--- config.mk ---
export PLATFORM = sky130hd
export DESIGN_NAME = code_sec_ctrl_mr
export DESIGN_NICKNAME = d
export VERILOG_FILES = /design/src/rtl/code_sec_pkg.sv /design/src/rtl/code_sec_region_match.sv /design/src/rtl/code_sec_ctrl_mr.sv
export SDC_FILE = /design/constraint.sdc
export NUM_CORES = 1
export LEC_CHECK = 0
export CAP_MARGIN = 20
export CELL_PAD_IN_SITES_DETAIL_PLACEMENT = 0
export CELL_PAD_IN_SITES_GLOBAL_PLACEMENT = 1
export CORE_UTILIZATION = 50
export DETAILED_ROUTE_END_ITERATION = 10
export GPL_ROUTABILITY_DRIVEN = 1
export GPL_TIMING_DRIVEN = 0
export PLACE_DENSITY_LB_ADDON = 0.1
export SYNTH_ARGS = -nofsm -noshare
export SYNTH_HDL_FRONTEND = slang
export SYNTH_SLANG_ARGS = --single-unit
--- constraint.sdc ---
create_clock -name clk -period 7.6 [get_ports clk]
set_input_delay 1.52 -clock clk [delete_from_list [all_inputs] [get_ports clk]]
set_output_delay 1.52 -clock clk [all_outputs]
set_load 0.005 [all_outputs]
--- src/rtl/code_sec_pkg.sv ---
// code_sec_pkg: shared state encoding and MMIO map
// for the multi-region code-section controller.
package code_sec_pkg;

   typedef enum logic [1:0] {
      OPEN   = 2'd0,
      UPDATE = 2'd1,
      SEALED = 2'd2
   } state_t;

   localparam int unsigned IDX_CTRL  = 0;
   localparam int unsigned IDX_VADDR = 1;
   localparam int unsigned IDX_VSTAT = 2;
   localparam int unsigned IDX_TMR   = 3;
   localparam int unsigned IDX_BASE0 = 4;

   localparam int unsigned CTRL_UPD_SET = 16;
   localparam int unsigned CTRL_UPD_CLR = 17;
   localparam int unsigned CTRL_SEAL    = 18;

endpackage

--- src/rtl/code_sec_region_match.sv ---
// code_sec_region_match: per-region window hit vector
// and lowest-index priority encoder.
module code_sec_region_match #(
   parameter int NUM_REGIONS = 4,
   parameter int ADDR_W      = 32
) (
   input  logic [NUM_REGIONS-1:0][ADDR_W-1:0] i_base,
   input  logic [NUM_REGIONS-1:0][ADDR_W-1:0] i_limit,
   input  logic [ADDR_W-1:0]                  i_addr,
   output logic                               o_hit,
   output logic [3:0]                         o_idx
);

   logic [NUM_REGIONS-1:0] w_hit;

   always_comb begin
      w_hit = '0;
      for (int i = 0; i < NUM_REGIONS; i++) begin
         w_hit[i] = (i_limit[i] >= i_base[i]) &&
                    (i_limit[i] != '0) &&
                    (i_addr >= i_base[i]) &&
                    (i_addr <= i_limit[i]);
      end
   end

   // scan downward so the lowest matching index wins
   always_comb begin
      o_idx = '0;
      for (int i = NUM_REGIONS - 1; i >= 0; i--) begin
         if (w_hit[i]) o_idx = 4'(i);
      end
   end

   assign o_hit = |w_hit;

endmodule

--- src/rtl/code_sec_ctrl_mr.sv ---
// code_sec_ctrl_mr: multi-region code write guard.
// Optional update-window timeout: CODE_SEC_TIMEOUT_EN.
module code_sec_ctrl_mr
   import code_sec_pkg::*;
#(
   parameter int          NUM_REGIONS    = 4,
   parameter int          ADDR_W         = 32,
   parameter int          TIMEOUT_W      = 16,
   parameter int unsigned TIMEOUT_CYCLES = 32'hFFFF
) (
   input  logic                   clk,
   input  logic                   rst_n,
   input  logic                   lock_i,
   input  logic                   wr_en,
   input  logic [5:0]             wr_idx,
   input  logic [31:0]            wr_data,
   input  logic [5:0]             rd_idx,
   output logic [31:0]            rd_data,
   input  logic                   chk_valid,
   input  logic [ADDR_W-1:0]      chk_addr,
   output logic                   chk_allow,
   output logic                   chk_deny,
   output logic                   update_en_o,
   output logic [NUM_REGIONS-1:0] wp_o,
   output logic                   viol_irq
);

   state_t                             r_state;
   logic [NUM_REGIONS-1:0]             r_wp;
   logic [NUM_REGIONS-1:0][ADDR_W-1:0] r_base;
   logic [NUM_REGIONS-1:0][ADDR_W-1:0] r_limit;
   logic                               r_vvalid;
   logic [ADDR_W-1:0]                  r_vaddr;
   logic [3:0]                         r_vreg;
   logic [TIMEOUT_W-1:0]               w_tmr;

   logic       w_ctrl_wr, w_vstat_wr;
   logic       w_seal, w_set, w_clr;
   logic       w_hit, w_allow, w_deny, w_vkeep;
   logic [3:0] w_ridx;
   logic [15:0] w_wp16;

   assign w_ctrl_wr  = wr_en && (wr_idx == 6'(IDX_CTRL));
   assign w_vstat_wr = wr_en && (wr_idx == 6'(IDX_VSTAT));
   assign w_seal = lock_i | (w_ctrl_wr & wr_data[CTRL_SEAL]);
   assign w_set  = w_ctrl_wr & wr_data[CTRL_UPD_SET];
   assign w_clr  = w_ctrl_wr & wr_data[CTRL_UPD_CLR];

`ifdef CODE_SEC_TIMEOUT_EN
   logic [TIMEOUT_W-1:0] r_cnt;
   assign w_tmr = r_cnt;

   always_ff @(posedge clk or negedge rst_n) begin
      if (!rst_n) begin
         r_state <= OPEN;
         r_cnt   <= '0;
      end else if (w_seal) begin
         r_state <= SEALED;
         r_cnt   <= '0;
      end else begin
         unique case (r_state)
            OPEN: if (w_set && !w_clr) begin
               r_state <= UPDATE;
               r_cnt   <= TIMEOUT_W'(TIMEOUT_CYCLES);
            end
            UPDATE: if (w_clr) begin
               r_state <= OPEN;
               r_cnt   <= '0;
            end else if (w_set) begin
               r_cnt <= TIMEOUT_W'(TIMEOUT_CYCLES);
            end else if (r_cnt <= TIMEOUT_W'(1)) begin
               r_state <= OPEN;
               r_cnt   <= '0;
            end else begin
               r_cnt <= r_cnt - 1'b1;
            end
            default: r_state <= SEALED;
         endcase
      end
   end
`else
   logic w_unused_to;
   assign w_unused_to = ^TIMEOUT_W'(TIMEOUT_CYCLES);
   assign w_tmr = '0;

   always_ff @(posedge clk or negedge rst_n) begin
      if (!rst_n) begin
         r_state <= OPEN;
      end else if (w_seal) begin
         r_state <= SEALED;
      end else begin
         unique case (r_state)
            OPEN:    if (w_set && !w_clr) r_state <= UPDATE;
            UPDATE:  if (w_clr) r_state <= OPEN;
            default: r_state <= SEALED;
         endcase
      end
   end
`endif

   always_ff @(posedge clk or negedge rst_n) begin
      if (!rst_n) begin
         r_wp    <= '0;
         r_base  <= '0;
         r_limit <= '0;
      end else begin
         if (w_ctrl_wr) r_wp <= r_wp | wr_data[NUM_REGIONS-1:0];
         if (wr_en && r_state == OPEN) begin
            for (int i = 0; i < NUM_REGIONS; i++) begin
               if (wr_idx == 6'(IDX_BASE0 + 2 * i))
                  r_base[i] <= ADDR_W'(wr_data);
               if (wr_idx == 6'(IDX_BASE0 + 2 * i + 1))
                  r_limit[i] <= ADDR_W'(wr_data);
            end
         end
      end
   end

   code_sec_region_match #(
      .NUM_REGIONS (NUM_REGIONS),
      .ADDR_W      (ADDR_W)
   ) u_match (
      .i_base  (r_base),
      .i_limit (r_limit),
      .i_addr  (chk_addr),
      .o_hit   (w_hit),
      .o_idx   (w_ridx)
   );

   assign w_wp16  = 16'(r_wp);
   assign w_allow = !w_hit ||
                    (r_state == UPDATE && !w_wp16[w_ridx]);
   assign w_deny  = chk_valid && !w_allow;
   // W1C applies before a same-cycle deny is considered
   assign w_vkeep = r_vvalid && !(w_vstat_wr && wr_data[0]);

   always_ff @(posedge clk or negedge rst_n) begin
      if (!rst_n) begin
         chk_allow <= 1'b0;
         chk_deny  <= 1'b0;
         r_vvalid  <= 1'b0;
         r_vaddr   <= '0;
         r_vreg    <= '0;
      end else begin
         chk_allow <= chk_valid && w_allow;
         chk_deny  <= w_deny;
         r_vvalid  <= w_vkeep || w_deny;
         if (w_deny && !w_vkeep) begin
            r_vaddr <= chk_addr;
            r_vreg  <= w_ridx;
         end
      end
   end

   assign update_en_o = (r_state == UPDATE);
   assign wp_o        = r_wp;
   assign viol_irq    = r_vvalid;

   always_comb begin
      rd_data = '0;
      if (rd_idx == 6'(IDX_CTRL))
         rd_data = {13'd0, r_state, update_en_o, w_wp16};
      if (rd_idx == 6'(IDX_VADDR))
         rd_data = 32'(r_vaddr);
      if (rd_idx == 6'(IDX_VSTAT))
         rd_data = {20'd0, r_vreg, 7'd0, r_vvalid};
      if (rd_idx == 6'(IDX_TMR))
         rd_data = 32'(w_tmr);
      for (int i = 0; i < NUM_REGIONS; i++) begin
         if (rd_idx == 6'(IDX_BASE0 + 2 * i))
            rd_data = 32'(r_base[i]);
         if (rd_idx == 6'(IDX_BASE0 + 2 * i + 1))
            rd_data = 32'(r_limit[i]);
      end
   end

endmodule

# Word level (Yosys, flattened, before mapping)
# Cells that the tools add are included.
dict set report word_totals {
  output_inout_bits 40
  ff_bits 301
}
dict set report op_classes {
  reduce_logical 47
  eq_ne 23
  mux 22
  bitwise 5
  n_lt_le_gt_ge 13
}
# op n
set op_table {}
lappend op_table {{$mux W32} 11}
lappend op_table {{$ge A32 B32 Y1} 8}
lappend op_table {{$le A32 B32 Y1} 4}
lappend op_table {{$reduce_bool A32 Y1} 4}
lappend op_table {{$eq A6 B3 Y1 const B} 8}
lappend op_table {{$eq A6 B4 Y1 const B} 8}
lappend op_table {{$logic_and A1 B1 Y1} 22}
lappend op_table {{$mux W19} 1}
lappend op_table {{$eq A6 B2 Y1 const B} 3}
lappend op_table {{$reduce_and A2 Y1} 9}
lappend op_table {{$mux W2} 7}
lappend op_table {{$logic_not A6 Y1} 2}
lappend op_table {{$eq A6 B1 Y1 const B} 1}
lappend op_table {{$logic_not A1 Y1} 6}
lappend op_table {{$lt A4 B5 Y1 const B} 1}
lappend op_table {{$bmux W1 S4} 1}
lappend op_table {{$or A4 B4 Y4} 1}
lappend op_table {{$pmux W2 S2} 1}
lappend op_table {{$reduce_or A4 Y1} 1}
lappend op_table {{$and A1 B1 Y1} 3}
lappend op_table {{$ne A3 B1 Y1 const B} 1}
lappend op_table {{$ne A3 B3 Y1 const B} 1}
lappend op_table {{$eq A2 B1 Y1 const B} 1}
lappend op_table {{$logic_not A2 Y1} 1}
lappend op_table {{3 further kinds} 4}

# Depth between registers and ports, before layout
dict set report logic_depth {
  depth_word 16
  mapped_depth 14
  depth_no_buf 12
}

# By module
# A second synthesis with hierarchy kept.
dict set report unflattened {
  cells_unflattened 2322
  area_unflattened_um2 23432.5
}
# module n_inst area_each_um2 cells_per_inst
set by_module_without_submodules {}
lappend by_module_without_submodules {code_sec_ctrl_mr 1 13947.1 1051}
lappend by_module_without_submodules {code_sec_region_match 1 9485.3 1271}

# Worst setup path before layout
# Ideal clock, no wire load.
dict set report synth_path {
  path_kind {input port to output port}
  startpoint {in rd_idx[1]}
  endpoint {out rd_data[28]}
  required_ps 6080
  t_arrival_ps 3443
  setup_slack_ps 2637
  cell_stages 7
  cell_sequence {buf_1 -> buf_1 -> nor2_1 -> clkbuf_1 -> a221oi_1 -> a21oi_1 -> a32oi_1}
}
dict set report synth_via {
  elab_chain_cells 12
}
# element line
set synth_rtl {}
lappend synth_rtl {{start, declared} code_sec_ctrl_mr.sv:17} ;# input logic [5:0] rd_idx,
lappend synth_rtl {{$eq A6 B1 Y1} code_sec_ctrl_mr.sv:163} ;# if (rd_idx == 6'(IDX_VADDR))
lappend synth_rtl {{$mux W32} code_sec_ctrl_mr.sv:163}
lappend synth_rtl {{$mux W32} code_sec_ctrl_mr.sv:165} ;# if (rd_idx == 6'(IDX_VSTAT))
lappend synth_rtl {{$mux W32} code_sec_ctrl_mr.sv:167} ;# if (rd_idx == 6'(IDX_TMR))
lappend synth_rtl {{$mux W32} code_sec_ctrl_mr.sv:170} ;# if (rd_idx == 6'(IDX_BASE0 + 2 * i))
lappend synth_rtl {{$mux W32} code_sec_ctrl_mr.sv:172} ;# if (rd_idx == 6'(IDX_BASE0 + 2 * i + 1))
lappend synth_rtl {{$mux W32} code_sec_ctrl_mr.sv:170}
lappend synth_rtl {{$mux W32} code_sec_ctrl_mr.sv:172}
lappend synth_rtl {{$mux W32} code_sec_ctrl_mr.sv:170}
lappend synth_rtl {{$mux W32} code_sec_ctrl_mr.sv:172}
lappend synth_rtl {{$mux W32} code_sec_ctrl_mr.sv:170}
lappend synth_rtl {{$mux W32 (*)} code_sec_ctrl_mr.sv:172}
lappend synth_rtl {{end, declared} code_sec_ctrl_mr.sv:18} ;# output logic [31:0] rd_data,
# Mark *: on every way between the ends. The rest lies on a longest branch, timed or not.

# Final worst setup path
dict set report layout_path {
  startpoint {in rd_idx[5]}
  endpoint {out rd_data[12]}
}
# Same word-level chain as after synthesis.

==> flow_metrics.env <==
export IMPL_outcome="finished clean"
export IMPL_start_kind="input pin"
export IMPL_finalHoldViolCount=0
export IMPL_ys_seq_area_share_pct=32.99
export IMPL_max_slew_margin_pct=21.68
export IMPL_first_pass_iters=5
export IMPL_grt_total_usage_pct=35.28
export IMPL_p_sw_mw=1.087
export IMPL_synthArstFlopShare_pct=100.0
export IMPL_pre_cts_ws_ns=-0.4022
export IMPL_vias_per_cell=6.333
export IMPL_cts_tree="built"
export IMPL_hold_path_endpoint="r_vaddr[20]$_DFFE_PN0P_"
export IMPL_r2r_setup_slack_ns=2.99
export IMPL_whs_path_depth=1
export IMPL_leakage_nw=12.65
export IMPL_synth_warnings=0
export IMPL_drive_above_1_share_pct=11.22
export IMPL_numCtsBuffers=39
export IMPL_route_detailed_drc=0
export IMPL_syn_cell_area_sq_um=22680
export IMPL_grt_start_max_net_pins=114
export IMPL_synth_nets=2846
export IMPL_powerDensity_nw_per_um2=155.7
export IMPL_n_antenna_cell=0
export IMPL_start_util_pct=50.95
export IMPL_drtAntennaViolNets=0
export IMPL_pwr_share_seq_pct=40.3
export IMPL_clk_latency_ns=0.57
export IMPL_layout_min_cycle_time_ns=7.399
export IMPL_hold_start="r_vaddr[20]$_DFFE_PN0P_"
export IMPL_setup_viol=0
export IMPL_postCtsSetupBuffers=0
export IMPL_multi_input_area_sq_um=13840
export IMPL_drt_total_wl_mm=81.99
export IMPL_clockPowerShare_pct=48.1
export IMPL_r2r_end="r_vaddr[7]$_DFFE_PN0P_"
export IMPL_rsz0062_at_grt="no"
export IMPL_postLayoutCoreUtil_pct=58.34
export IMPL_fin_worst_skew_ns=0.01695
export IMPL_crit_arrival_ns=5.88
export IMPL_finalNetCount=3002
export IMPL_fin_ws_ns=0.2007
export IMPL_ys_seq_elements=299
export IMPL_io_pins=121
export IMPL_die_area_sq_um=46210
export IMPL_reg2reg_depth=14
export IMPL_clockBufferDepth=3
export IMPL_yosysTopAreaCellShare_pct=32.99
export IMPL_wire_per_inst_um=25.95
export IMPL_path_clk_slew_ns=0.06
export IMPL_pwr_share_comb_pct=11.6
export IMPL_timing_fmax_mhz=135.1
export IMPL_fin_area_sq_um=25970
export IMPL_postPlaceCellArea_sq_um=24620
export IMPL_hpwl_mm=64.66
export IMPL_synth_edf_count=0
export IMPL_nFillCells=3945
export IMPL_vias=20010
export IMPL_synthTopCellsByArea="dfrtp_1, ha_1, mux2_2"
export IMPL_grt_pass1_wl_mm=121.6
export IMPL_r2r_start="r_base[124]$_DFFE_PN0P_"
export IMPL_syn_inst=2381
export IMPL_final_common_cell="ha_1"
export IMPL_critPathRequiredTime_ns=6.08
export IMPL_seqCellArea_sq_um=7482
export IMPL_worst_pin_slew_ns=1.175
export IMPL_h_tree_depth=2
export IMPL_power_mw=4.043
export IMPL_synth_area_per_cell_sq_um=9.525
export IMPL_grt_pass1_vias=19810
export IMPL_yosysTopAreaCell="dfrtp_1"
export IMPL_intPower_mw=2.956
export IMPL_hp_class="reg -> reg"
export IMPL_path_max_fanout=10
export IMPL_timing_max_cap_violations=0
export IMPL_die_h_um=215.0
export IMPL_grt_overflow_total=0
export IMPL_fp_coreArea_sq_um=44510
export IMPL_critPathCaptureType="output port"
export IMPL_synth_flop_cell="dfrtp_1"
export IMPL_synthDistinctLibCells=75
export IMPL_swShare_pct=26.89
export IMPL_syn2layout_area_growth_pct=14.50
export IMPL_io_buffer_count=111
export IMPL_drtIter0Drc=1751
export IMPL_gp_congestion=0.9803
export IMPL_antenna_found_initial=1
export IMPL_layout_common_cells="ha_1, dfrtp_1, inv_1, nand2_1, o21ai_0"
export IMPL_ir_worst_vdd_uv=163.1
export IMPL_die_w_um=215.0
export IMPL_cts_sinks=299
export IMPL_fin_crit_sh_pct=97.36
export IMPL_std_cell_rows=77
export IMPL_cts_root_buf="clkbuf_16"
export IMPL_crit_type="in -> out"
export IMPL_maxSlewViolCount=0
[worst max-delay path: stages]
cell             delay (ns)
clkdlybuf4s50_1        0.44
nor3_1                 0.74
and2_1                 0.22
clkbuf_1               0.47
and3_1                 0.23
clkbuf_1               0.33
clkbuf_1               0.66
a211oi_1               0.19
o21ai_0                0.46
clkdlybuf4s50_1        0.59
[repair_timing]
action	CTS	global route
hold buffers	0	0
pin swaps	0	0
setup endpoints to repair	8	2
resized for setup	5	1
cloned	0	0
[per-layer routing]
| layer | share of wire (%) | track usage (%) |
|---|---|---|
| met5 | 0 | 0 |
| met4 | 3.1 | 11.54 |
| met3 | 7.5 | 5.350 |
| met2 | 45 | 55.23 |
| met1 | 45 | 49.91 |
[cell usage after synthesis, drive strengths merged, types with 3 or more instances]
cell type and number:
nor4b 4, dfrtp 299, ha 384, mux4 23, or2 4, a21oi 159, nor2 59, nor4 45
a22oi 30, a21boi 4, nand3 37, o21a 13, nand4 68, or4 8, a221o 22, clkbuf 56
o21ai 222, a211o 5, nand2 258, a222oi 4, nor3b 5, a22o 7, buf 25, a31oi 10
a21o 38, mux2 164, or4b 3, o211ai 16, o22ai 3, nand2b 15, o31ai 3, inv 263
nor3 12, and4 13, and2 3, mux2i 8, a2111oi 12, a211oi 24, a221oi 14, nor2b 11
[power groups by stage]
stage	logic (mW)	registers, mW	clock network [mW]
2_1_floorplan	0.208	1.65	0
3_3_place_gp	0.441	1.66	0
3_5_place_dp	0.460	1.66	0
4_1_cts	0.463	1.63	1.96
5_1_grt	0.511	1.63	2.01
6_report	0.470	1.63	1.95
[worst max-delay path by stage]
| stage | from | to | slack, ns | depth (start not counted) |
|---|---|---|---|---|
| 2_1_floorplan | rd_idx[1] | rd_data[28] | 2.64 | 7 |
| 3_3_place_gp | rst_n | r_base[127]$_DFFE_PN0P_ | -8.44 | 1 |
| 3_5_place_dp | rd_idx[1] | rd_data[0] | -0.40 | 10 |
| 4_1_cts | rd_idx[5] | rd_data[12] | 0.13 | 10 |
| 5_1_grt | rd_idx[1] | rd_data[31] | 0.02 | 10 |
| 6_report | rd_idx[5] | rd_data[12] | 0.20 | 10 |
[logic make-up (layout without fill, tap and decap cells)]
group | count (synthesis) | after routing | synth area share (%)
adder cells (fa/ha/maj) | 384 | 384 | 21.19
buffers and inverters | 344 | 530 | 6.025
AND/OR/NAND/NOR | 553 | 553 | 11.93
flip-flops | 299 | 299 | 32.99
AO/OA/AOI/OAI | 606 | 606 | 16.61
multiplexers | 195 | 195 | 11.26
[final cells by class]
cell class,instances,share of cell area [%]
flip-flops and latches,299,28.81
plain buffers,80,1.479
well taps,592,2.852
clock buffers,55,4.500
inverters,263,3.801
multi-input cells,1738,53.30
clock inverters,16,0.6408
repair buffers,116,4.616
[state kept, by name, indices dropped and copies added (netlist names)]
name / flops
wp_o: 4
viol_irq: 1
r_base: 128
chk_deny: 1
r_vaddr: 32
r_state: 2
r_limit: 128
chk_allow: 1
r_vreg: 2
[per-stage QoR]
step / setup TNS [ns] / instances / hold slack, ns
after floorplan: 0 / 2381 / 0.4809
after global placement: -2519.24 / 3084 / 0.4929
after detailed placement: -1.537 / 3089 / 0.4973
after CTS: 0 / 3159 / 0.5165
after global routing: 0 / 3159 / 0.5356
final: 0 / 3159 / 0.5163
Note: power is estimated with default switching activity, not from simulation.
